### config.mk
export PLATFORM = sky130hd
export DESIGN_NAME = sfx_mixer_flat
export DESIGN_NICKNAME = d
export VERILOG_FILES = /design/src/rtl/sfx_pkg.sv /design/src/rtl/sfx_mixer_if.sv /design/src/rtl/sfx_channel.sv /design/src/rtl/sfx_mixer.sv /design/src/flat_wrapper.sv
export SDC_FILE = /design/constraint.sdc
export NUM_CORES = 1
export LEC_CHECK = 0
export CORE_MARGIN = 2
export CORE_UTILIZATION = 25
export DETAILED_ROUTE_END_ITERATION = 16
export PLACE_DENSITY = 0.49
export RECOVER_POWER = 100
export SYNTH_ARGS = -nofsm -noshare
export SYNTH_HDL_FRONTEND = slang
export SYNTH_SLANG_ARGS = --single-unit
### constraint.sdc
create_clock -name Clk -period 6.08 [get_ports Clk]
set_input_delay 1.824 -clock Clk [delete_from_list [all_inputs] [get_ports Clk]]
set_output_delay 1.824 -clock Clk [all_outputs]
set_load 0.005 [all_outputs]
### src/rtl/sfx_pkg.sv
// rtl/sfx_pkg.sv - shared types, defaults and saturation helper for the sound-effect mixer
package sfx_pkg;

  localparam int DEF_NUM_CH   = 4;
  localparam int DEF_SAMPLE_W = 16;
  localparam int DEF_ADDR_W   = 15;
  localparam int DEF_CLK_DIV  = 6250;

  typedef enum logic [1:0] {
    ST_IDLE,
    ST_FETCH,
    ST_ACCUM,
    ST_OUTPUT
  } state_e;

  // Clamp a signed value into the range of a w-bit two's complement number.
  function automatic logic signed [63:0] sat_to_width(input logic signed [63:0] v, input int w);
    logic signed [63:0] hi;
    logic signed [63:0] lo;
    hi = (64'sd1 <<< (w - 1)) - 64'sd1;
    lo = -(64'sd1 <<< (w - 1));
    if (v > hi) return hi;
    else if (v < lo) return lo;
    else return v;
  endfunction

endpackage

### src/rtl/sfx_mixer_if.sv
// rtl/sfx_mixer_if.sv - sample ROM bus and mixed audio output bundle
// master: mixer side (drives rom_addr/rom_rd, LData/RData/sample_valid; reads rom_data)
// slave : ROM/audio side (drives rom_data)
interface sfx_mixer_if
  import sfx_pkg::*;
#(
  parameter int SAMPLE_W = DEF_SAMPLE_W,
  parameter int ADDR_W   = DEF_ADDR_W
);
  logic [ADDR_W-1:0]   rom_addr;
  logic                rom_rd;
  logic [SAMPLE_W-1:0] rom_data;
  logic [SAMPLE_W-1:0] LData;
  logic [SAMPLE_W-1:0] RData;
  logic                sample_valid;

  modport master (output rom_addr, rom_rd, LData, RData, sample_valid, input rom_data);
  modport slave  (input rom_addr, rom_rd, LData, RData, sample_valid, output rom_data);
endinterface

### src/rtl/sfx_channel.sv
// rtl/sfx_channel.sv - one playback channel: pending trigger/stop, segment registers, offset walk
// Ports: Clk/Reset; trigger_i/stop_i pulses; loop_mode_i live; seg_start_i/seg_len_i captured
// with a trigger; apply_i commits pending requests; adv_i steps past the sample just read;
// busy_o channel active; addr_o current ROM address (base + offset, wrapping).
module sfx_channel
  import sfx_pkg::*;
#(
  parameter int ADDR_W = DEF_ADDR_W
)(
  input  logic              Clk,
  input  logic              Reset,
  input  logic              trigger_i,
  input  logic              stop_i,
  input  logic              loop_mode_i,
  input  logic [ADDR_W-1:0] seg_start_i,
  input  logic [ADDR_W-1:0] seg_len_i,
  input  logic              apply_i,
  input  logic              adv_i,
  output logic              busy_o,
  output logic [ADDR_W-1:0] addr_o
);

  logic              busy_q, busy_d;
  logic              trig_pend_q, trig_pend_d;
  logic              stop_pend_q, stop_pend_d;
  logic [ADDR_W-1:0] base_q, base_d, len_q, len_d, off_q, off_d;
  logic [ADDR_W-1:0] base_pend_q, base_pend_d, len_pend_q, len_pend_d;

  always_comb begin
    busy_d      = busy_q;
    trig_pend_d = trig_pend_q;
    stop_pend_d = stop_pend_q;
    base_d      = base_q;
    len_d       = len_q;
    off_d       = off_q;
    base_pend_d = base_pend_q;
    len_pend_d  = len_pend_q;

    if (apply_i) begin
      trig_pend_d = 1'b0;
      stop_pend_d = 1'b0;
      if (stop_pend_q) begin
        busy_d = 1'b0;
      end else if (trig_pend_q) begin
        busy_d = 1'b1;
        off_d  = '0;
        base_d = base_pend_q;
        len_d  = len_pend_q;
      end
    end else if (adv_i && busy_q) begin
      if (off_q == len_q - ADDR_W'(1)) begin
        off_d = '0;
        if (!loop_mode_i) busy_d = 1'b0;
      end else begin
        off_d = off_q + ADDR_W'(1);
      end
    end

    // New pulses are latched after the commit so a pulse in the commit cycle is not lost.
    if (trigger_i && (seg_len_i != '0)) begin
      trig_pend_d = 1'b1;
      base_pend_d = seg_start_i;
      len_pend_d  = seg_len_i;
    end
    if (stop_i) stop_pend_d = 1'b1;
  end

  always_ff @(posedge Clk) begin
    if (Reset) begin
      busy_q      <= 1'b0;
      trig_pend_q <= 1'b0;
      stop_pend_q <= 1'b0;
      base_q      <= '0;
      len_q       <= '0;
      off_q       <= '0;
      base_pend_q <= '0;
      len_pend_q  <= '0;
    end else begin
      busy_q      <= busy_d;
      trig_pend_q <= trig_pend_d;
      stop_pend_q <= stop_pend_d;
      base_q      <= base_d;
      len_q       <= len_d;
      off_q       <= off_d;
      base_pend_q <= base_pend_d;
      len_pend_q  <= len_pend_d;
    end
  end

  assign busy_o = busy_q;
  assign addr_o = base_q + off_q;

endmodule

### src/rtl/sfx_mixer.sv
// rtl/sfx_mixer.sv - multi-channel sound-effect mixer sharing one sample ROM
// Ports: Clk/Reset; trigger/stop/loop_mode per channel; seg_start/seg_len packed per channel;
// busy per channel; bus (master) carries rom_addr/rom_rd/rom_data and LData/RData/sample_valid.
module sfx_mixer
  import sfx_pkg::*;
#(
  parameter int NUM_CH   = DEF_NUM_CH,
  parameter int SAMPLE_W = DEF_SAMPLE_W,
  parameter int ADDR_W   = DEF_ADDR_W,
  parameter int CLK_DIV  = DEF_CLK_DIV
)(
  input  logic                     Clk,
  input  logic                     Reset,
  input  logic [NUM_CH-1:0]        trigger,
  input  logic [NUM_CH-1:0]        stop,
  input  logic [NUM_CH-1:0]        loop_mode,
  input  logic [NUM_CH*ADDR_W-1:0] seg_start,
  input  logic [NUM_CH*ADDR_W-1:0] seg_len,
  output logic [NUM_CH-1:0]        busy,
  sfx_mixer_if.master              bus
);

  localparam int CH_W  = (NUM_CH > 1) ? $clog2(NUM_CH) : 1;
  localparam int ACC_W = SAMPLE_W + $clog2(NUM_CH) + 1;
  localparam int DIV_W = $clog2(CLK_DIV);

  state_e                     state_q, state_d;
  logic [DIV_W-1:0]           cnt_q, cnt_d;
  logic [CH_W-1:0]            ch_q, ch_d;
  logic signed [ACC_W-1:0]    acc_q, acc_d;
  logic [SAMPLE_W-1:0]        ldata_q, ldata_d;
  logic                       sv_q, sv_d;
  logic                       rd_q, rd_d;
  logic                       rom_rd_c;
  logic [ADDR_W-1:0]          rom_addr_c;
  logic [NUM_CH-1:0]          adv;
  logic [ADDR_W-1:0]          ch_addr [NUM_CH];
  logic                       apply;

  // Pending channel requests are only committed between frames.
  assign apply = (state_q == ST_IDLE);

  for (genvar i = 0; i < NUM_CH; i++) begin : g_ch
    assign adv[i] = (state_q == ST_FETCH) && (ch_q == CH_W'(i));
    sfx_channel #(.ADDR_W(ADDR_W)) u_ch (
      .Clk         (Clk),
      .Reset       (Reset),
      .trigger_i   (trigger[i]),
      .stop_i      (stop[i]),
      .loop_mode_i (loop_mode[i]),
      .seg_start_i (seg_start[i*ADDR_W +: ADDR_W]),
      .seg_len_i   (seg_len[i*ADDR_W +: ADDR_W]),
      .apply_i     (apply),
      .adv_i       (adv[i]),
      .busy_o      (busy[i]),
      .addr_o      (ch_addr[i])
    );
  end

  assign cnt_d = (cnt_q == DIV_W'(CLK_DIV - 1)) ? '0 : cnt_q + DIV_W'(1);

  always_comb begin
    state_d    = state_q;
    ch_d       = ch_q;
    acc_d      = acc_q;
    ldata_d    = ldata_q;
    sv_d       = 1'b0;
    rom_rd_c   = 1'b0;
    rom_addr_c = '0;
    unique case (state_q)
      ST_IDLE: begin
        if (cnt_q == '0) begin
          state_d = ST_FETCH;
          ch_d    = '0;
          acc_d   = '0;
        end
      end
      ST_FETCH: begin
        // Reset gates the strobe so an aborted frame issues no read in the reset cycle.
        if (busy[ch_q] && !Reset) begin
          rom_rd_c   = 1'b1;
          rom_addr_c = ch_addr[ch_q];
        end
        state_d = ST_ACCUM;
      end
      ST_ACCUM: begin
        // rd_q remembers whether the previous FETCH actually read; busy may have cleared since.
        if (rd_q) acc_d = acc_q + ACC_W'(signed'(bus.rom_data));
        if (ch_q == CH_W'(NUM_CH - 1)) begin
          state_d = ST_OUTPUT;
        end else begin
          ch_d    = ch_q + CH_W'(1);
          state_d = ST_FETCH;
        end
      end
      ST_OUTPUT: begin
        ldata_d = SAMPLE_W'(sat_to_width(64'(acc_q), SAMPLE_W));
        sv_d    = 1'b1;
        state_d = ST_IDLE;
      end
      default: state_d = ST_IDLE;
    endcase
  end

  assign rd_d = rom_rd_c;

  always_ff @(posedge Clk) begin
    if (Reset) begin
      state_q <= ST_IDLE;
      cnt_q   <= '0;
      ch_q    <= '0;
      acc_q   <= '0;
      ldata_q <= '0;
      sv_q    <= 1'b0;
      rd_q    <= 1'b0;
    end else begin
      state_q <= state_d;
      cnt_q   <= cnt_d;
      ch_q    <= ch_d;
      acc_q   <= acc_d;
      ldata_q <= ldata_d;
      sv_q    <= sv_d;
      rd_q    <= rd_d;
    end
  end

  assign bus.rom_rd       = rom_rd_c;
  assign bus.rom_addr     = rom_addr_c;
  assign bus.LData        = ldata_q;
  assign bus.RData        = ldata_q;
  assign bus.sample_valid = sv_q;

endmodule

### src/flat_wrapper.sv
// flat-port wrapper written by rule: the top's interface ports become plain ports
module sfx_mixer_flat import sfx_pkg::*;
#(
  parameter int NUM_CH   = DEF_NUM_CH,
  parameter int SAMPLE_W = DEF_SAMPLE_W,
  parameter int ADDR_W   = DEF_ADDR_W,
  parameter int CLK_DIV  = DEF_CLK_DIV
)
  (Clk, Reset, trigger, stop, loop_mode, seg_start, seg_len, busy, bus_rom_addr, bus_rom_rd, bus_LData, bus_RData, bus_sample_valid, bus_rom_data);
  sfx_mixer_if #(.SAMPLE_W(SAMPLE_W), .ADDR_W(ADDR_W)) bus_i ();
  input  logic Clk;
  input  logic Reset;
  input  logic [NUM_CH-1:0] trigger;
  input  logic [NUM_CH-1:0] stop;
  input  logic [NUM_CH-1:0] loop_mode;
  input  logic [NUM_CH*ADDR_W-1:0] seg_start;
  input  logic [NUM_CH*ADDR_W-1:0] seg_len;
  output logic [NUM_CH-1:0] busy;
  output wire logic [$bits(bus_i.rom_addr)-1:0] bus_rom_addr;
  output wire logic [$bits(bus_i.rom_rd)-1:0] bus_rom_rd;
  output wire logic [$bits(bus_i.LData)-1:0] bus_LData;
  output wire logic [$bits(bus_i.RData)-1:0] bus_RData;
  output wire logic [$bits(bus_i.sample_valid)-1:0] bus_sample_valid;
  input wire logic [$bits(bus_i.rom_data)-1:0] bus_rom_data;
  assign bus_rom_addr = bus_i.rom_addr;
  assign bus_rom_rd = bus_i.rom_rd;
  assign bus_LData = bus_i.LData;
  assign bus_RData = bus_i.RData;
  assign bus_sample_valid = bus_i.sample_valid;
  assign bus_i.rom_data = bus_rom_data;
  sfx_mixer #(.NUM_CH(NUM_CH), .SAMPLE_W(SAMPLE_W), .ADDR_W(ADDR_W), .CLK_DIV(CLK_DIV)) u_core (.Clk(Clk), .Reset(Reset), .trigger(trigger), .stop(stop), .loop_mode(loop_mode), .seg_start(seg_start), .seg_len(seg_len), .busy(busy), .bus(bus_i));
endmodule
**Yosys cells after proc, flatten, opt, wreduce, memory -nomap -nowiden**

Cells that the tools add are included.

- Logic and storage cells: 220
- Output and inout port bits: 53
- Memories kept: 0
- Memory bits (writable): 0
- Bits in latches: 0
- Flip-flop bits (word level): 366
- ROM bits: 0
- Input bits: 150

- Muxes and demuxes: 74
- Reduce and logical (&&, ||, !) cells: 53
- Bitwise operators: 5
- Divide/modulo/power cells: 0
- Magnitude comparators: 4
- Add/subtract/negate cells: 15
- Equality and inequality tests: 30
- Multipliers: 0
- Shifts and indexed selects: 0

Operators with widths:

| operator | count |
|---|---|
| 15-bit two-way mux | 24 |
| 15-bit by 1-bit adder with 15-bit output, second input constant | 4 |
| 15-bit adder | 4 |
| 15-bit equality test | 4 |
| 15-bit nonzero test | 4 |
| 15-bit by 1-bit subtractor with 15-bit output, second input constant | 4 |
| 19-bit two-way mux | 2 |
| 19-bit case mux with 2 select lines | 1 |
| 1-bit two-way mux | 37 |
| 2-bit nonzero test | 17 |
| 16-bit two-way mux | 2 |
| 15-bit binary-select mux with 2-bit select | 1 |
| 3-bit AND reduction | 10 |
| 2-bit != test, second input constant | 10 |
| 19-bit by 16-bit adder with 19-bit output | 1 |
| 19-bit by 16-bit greater-than comparator with 1-bit output, second input constant | 1 |
| 19-bit by 16-bit less-than comparator with 1-bit output, second input constant | 1 |
| 4-bit AND reduction | 4 |
| 13-bit by 1-bit adder with 13-bit output, second input constant | 1 |
| 13-bit equality test, second input constant | 1 |
| 1-bit logical AND | 13 |
| 13-bit logical NOT | 1 |
| 3-bit != test, second input constant | 4 |
| 2-bit by 1-bit != test with 1-bit output, second input constant | 5 |
| other kinds (14) | 25 |

**Depth between registers and ports, before layout**

- Word-level depth: 6
- Mapped depth: 11
- Mapped depth without buffers: 11

**Hierarchy**

From an unflattened synthesis, not the netlist that was laid out.

- Cells, all modules: 2528
- Area, all modules: 20298.2 µm²

By module, submodules not included:

| module | seq. area each (µm²) | area an instance (µm²) | cells an instance | times used |
|---|---|---|---|---|
| sfx_channel (u_core.g_ch[1].u_ch ...) | 1561.5 | 4177.8 | 530 | 3 |
| sfx_channel (u_core.g_ch[0].u_ch) | 1561.5 | 4180.3 | 531 | 1 |
| sfx_mixer | 1081.0 | 3584.7 | 407 | 1 |

**Worst setup path before layout**

No wires, ideal clock.

- Path kind: register to output
- Start point: register u_core.g_ch[0].u_ch.off_q[0]
- End point: output bus_rom_addr[12]
- Data required time: 4.256 ns
- Buffers on the path: 0
- Arrival: 2.802 ns
- Stages on the path, launching flop included: 11
- Setup slack: 1.454 ns
- Cell sequence: dfxtp_1 -> ha_1 -> fa_1 -> a21oi_1 -> o21ai_0 -> o211a_1 -> a221o_1 -> o41ai_1 -> xnor2_1 -> mux2i_1 -> a2111oi_0

- Cells in the longest elaborated chain, start to end: 6

RTL lines:

| element | line | source |
|---|---|---|
| from (decl) | sfx_channel.sv:26 | `logic [ADDR_W-1:0] base_q, base_d, len_q, len_d, off_q, off_d;` |
| from (signal assigned) | sfx_channel.sv:75 | `off_q <= '0;` |
| from (signal assigned) | sfx_channel.sv:84 | `off_q <= off_d;` |
| 15-bit adder | sfx_channel.sv:91 | `assign addr_o = base_q + off_q;` |
| 15-bit binary-select mux with 2-bit select | sfx_mixer.sv:82 | `rom_addr_c = ch_addr[ch_q];` |
| 15-bit two-way mux (not written as such) (2 in series) | sfx_mixer.sv:82 |  |
| 15-bit two-way mux | sfx_mixer.sv:80 | `if (busy[ch_q] && !Reset) begin` |
| 15-bit two-way mux | sfx_mixer.sv:70 | `unique case (state_q)` |
| to (decl) | flat_wrapper.sv:19 | `output wire logic [$bits(bus_i.rom_addr)-1:0] bus_rom_addr;` |

No other way between the ends. The select of a mux whose other input is x is not followed.

**Worst setup path in the final report**

Same ends and word-level chain as after synthesis.

==> flow_summary.yaml <==
floorplanning:
  ios: 203
  die_height_um: 282
  coreArea_um2: 76200
  initial_core_util: 0.253
  die_area_um2: 79400
  rows: 101
  die_w_um: 282
pwr:
  seqPwrFrac: 0.437
  p_sw_mw: 1.51
  clkPwrFrac: 0.457
  leakage_nw: 9.00
  power_density_nw_per_um2: 246
  vdd_ir_drop_max_uv: 168
  combPwrFrac: 0.107
  p_total_mw: 5.82
  p_int_mw: 4.31
  switching_share: 0.259
final_layout:
  final_cell_mix: "582 x nand2_1, 366 x dfxtp_1, 321 x a21oi_1"
  syn_to_final_growth_pct: 22.4
  postLayoutCellArea_um2: 23600
  nNetsFinal: 2840
  final_layout_size_suffix_gt1_frac: 0.0506
  fillers: 8191
  stdcell_count: 3661
  post-route-util: 0.310
  layout_commonest_cell: "nand2_1"
timing:
  relSlewSlack: -0.350
  setup_tns_ns: 0
  timing.final.ws_setup_ns: 0.112
  rsz0062_at_grt: "yes"
  whs_ns: 0.448
  tightest_slew_ns: 2.02
  setup_violations: 0
  finalCritPeriodShare: 0.982
  fmax_mhz: 168
  hold_viol: 0
  fin_crit_ns: 5.97
  fin_skew_ns: 0.0263
  slew_viol_final: 41
yosys:
  synth-seq-cells: 366
  synthArstFlopShare: 0
  ys.flop_type: "dfxtp_1"
  synth_top_area_frac: 0.380
  yosysUniqueCellTypes: 86
  yosys.area.top_type: "dfxtp_1"
  ys_warn_count: 0
  syn_nets: 2715
  seq_area_frac_synth: 0.380
  avgSynthCellArea_um2: 7.81
  synth_edf_count: 0
  synth.cell_area_um2: 19300
  synth.area.top_cells: "dfxtp_1 38%, nand2_1 11%, a21oi_1 8.4%"
  netlist_instances: 2471
cts:
  clock_sinks: 366
  htree_num_levels: 2
  clockBufferDepth: 3
  cts_hold_buf: 0
  cts_buffers: 42
  cts_root_buf: "clkbuf_16"
  cts_tree: "built"
  clk_latency_ns: 0.58
  clk_pin_slew_ns: 0.06
setup_path:
  slowest_stage: "clkdlybuf4s50_1"
  cp_max_fo: 5
  reg2reg_to: "u_core.g_ch[2].u_ch.off_q[9]"
  critical_path_required_ns: 4.26
  path_delay_family: "compound AO/OA/AOI/OAI gates"
  worst_setup_path_start_kind: "flop"
  arrival_ns: 4.14
  cp-end-kind: "primary output"
  crit_type: "reg2out"
  crit_chain: "ha_1 -> fa_1 -> a21oi_1 -> o21ai_0 -> o211a_1 -> a221o_1 -> o41ai_2 -> xnor2_1 -> mux2i_1 -> a2111oi_1 -> buf_4 -> clkdlybuf4s50_1"
  timing.rr.start: "u_core.g_ch[2].u_ch.len_q[0]"
  r2r_cells: 10
  critPathLaunch: "u_core.g_ch[0].u_ch.off_q[0]"
  max_stage_delay_ns: 0.51
  path_buf_inv: 2
  r2r_slack_ns: 2.61
flow_run:
  maxCapViolCount: 1
route:
  wl_per_cell_um: 16.3
  routed_via_density: 4.67
  vias: 17100
  drc: 0
  detail-route-antenna-nets: 0
  drt-total-wl_mm: 59.8
  dr.pass1.iters: 5
  drt_iter0_markers: 854
global_routing:
  grt_antenna_before_repair: 0
  grt_pass1_wl_mm: 93.1
  overflow: 0
  grt_max_degree: 193
  grt_pass1_vias: 16500
  track_usage: 0.149
worst_hold_path:
  hold_class: "reg2reg"
  hold_start: "u_core.g_ch[2].u_ch.base_pend_q[7]"
  min_path_cells: 2
  hold_end: "u_core.g_ch[2].u_ch.base_q[7]"
place:
  hpwl_mm: 45.1
  portBuffers: 202
  place_congestion: 0.849
  place_ws_ns: 0.564
  place_inst: 3582
  placed_cell_area_um2: 22200
outcome:
  violations: "max-capacitance violations, max-slew violations"
  status: "finished, violations left"
## routing by layer
metal / GRT usage / routed length, µm
met1: 0.196 / 27900
met2: 0.253 / 28700
met3: 0.0254 / 2320
met4: 0.0312 / 853
met5: 0 / 0
## layout make-up
type / count / area [µm²] / area share
Timing Repair Buffer: 221 / 2160 / 0.0916
Clock buffer: 53 / 1160 / 0.0492
Inverter: 39 / 146 / 0.00620
Antenna cell: 1 / 2.50 / 0.000106
Clock inverter: 25 / 285 / 0.0121
Sequential cell: 366 / 7330 / 0.310
Tap cell: 1030 / 1290 / 0.0546
Multi-Input combinational cell: 1926 / 11200 / 0.476
## tightest hold or removal path, stage by stage, from the launching register on
cell	delay, ns
dfxtp_1	0.31
nand2_1	0.05
a21oi_1	0.05
## flip-flops by register name, summed over array words and instances, names as in the netlist, 13 cells and up
register                      cells
u_core.g_ch.u_ch.len_q           60
u_core.g_ch.u_ch.base_pend_q     60
u_core.g_ch.u_ch.base_q          60
u_core.g_ch.u_ch.len_pend_q      60
u_core.bus.LData                 16
u_core.g_ch.u_ch.off_q           60
u_core.cnt_q                     13
u_core.acc_q                     19
## power groups by stage
| stage | clock [mW] | sequential [mW] | combinational [mW] |
|---|---|---|---|
| floorplan | 0 | 2.56 | 0.401 |
| global placement | 0 | 2.59 | 0.638 |
| detailed placement | 0 | 2.59 | 0.635 |
| CTS | 2.74 | 2.54 | 0.638 |
| global route | 2.83 | 2.55 | 0.696 |
| finish | 2.66 | 2.54 | 0.622 |
## cells by family (layout without fill, tap and decap cells)
group,Yosys count,in the layout,synth area share
adder cells (fa/ha/maj),94,94,0.0629
AND/OR/NAND/NOR,1074,1074,0.246
flip-flops,366,366,0.380
buffers and inverters,179,338,0.0402
multiplexers,19,19,0.0158
XOR/XNOR,194,194,0.0881
AO/OA/AOI/OAI,545,545,0.167
other,0,1,0
## worst max path at each step
stage / depth (start not counted) / endpoint
6_report: 12 / bus_rom_addr[12]
5_1_grt: 12 / bus_rom_addr[12]
4_1_cts: 12 / bus_rom_addr[12]
3_5_place_dp: 10 / bus_rom_addr[10]
3_3_place_gp: 10 / bus_rom_addr[10]
2_1_floorplan: 10 / bus_rom_addr[12]
## Yosys cell counts, drive strengths merged (16+ instances only)
master  instances
nand3          61
dfxtp         366
nor3           63
or3            23
nor4           31
nand4          33
inv            38
xor2          100
nand2         582
clkbuf        106
ha             89
a21o           19
and3           19
a21oi         322
nor2b          16
nor2          183
o21ai          69
xnor2          94
buf            34
## timing repair
item                       CTS  global route
setup endpoints to repair    3             5
setup buffers                0             0
pin swaps                    0             0
resized for setup            2             7
gates cloned                 0             0
No activity file was read; power rests on OpenSTA's default activity.
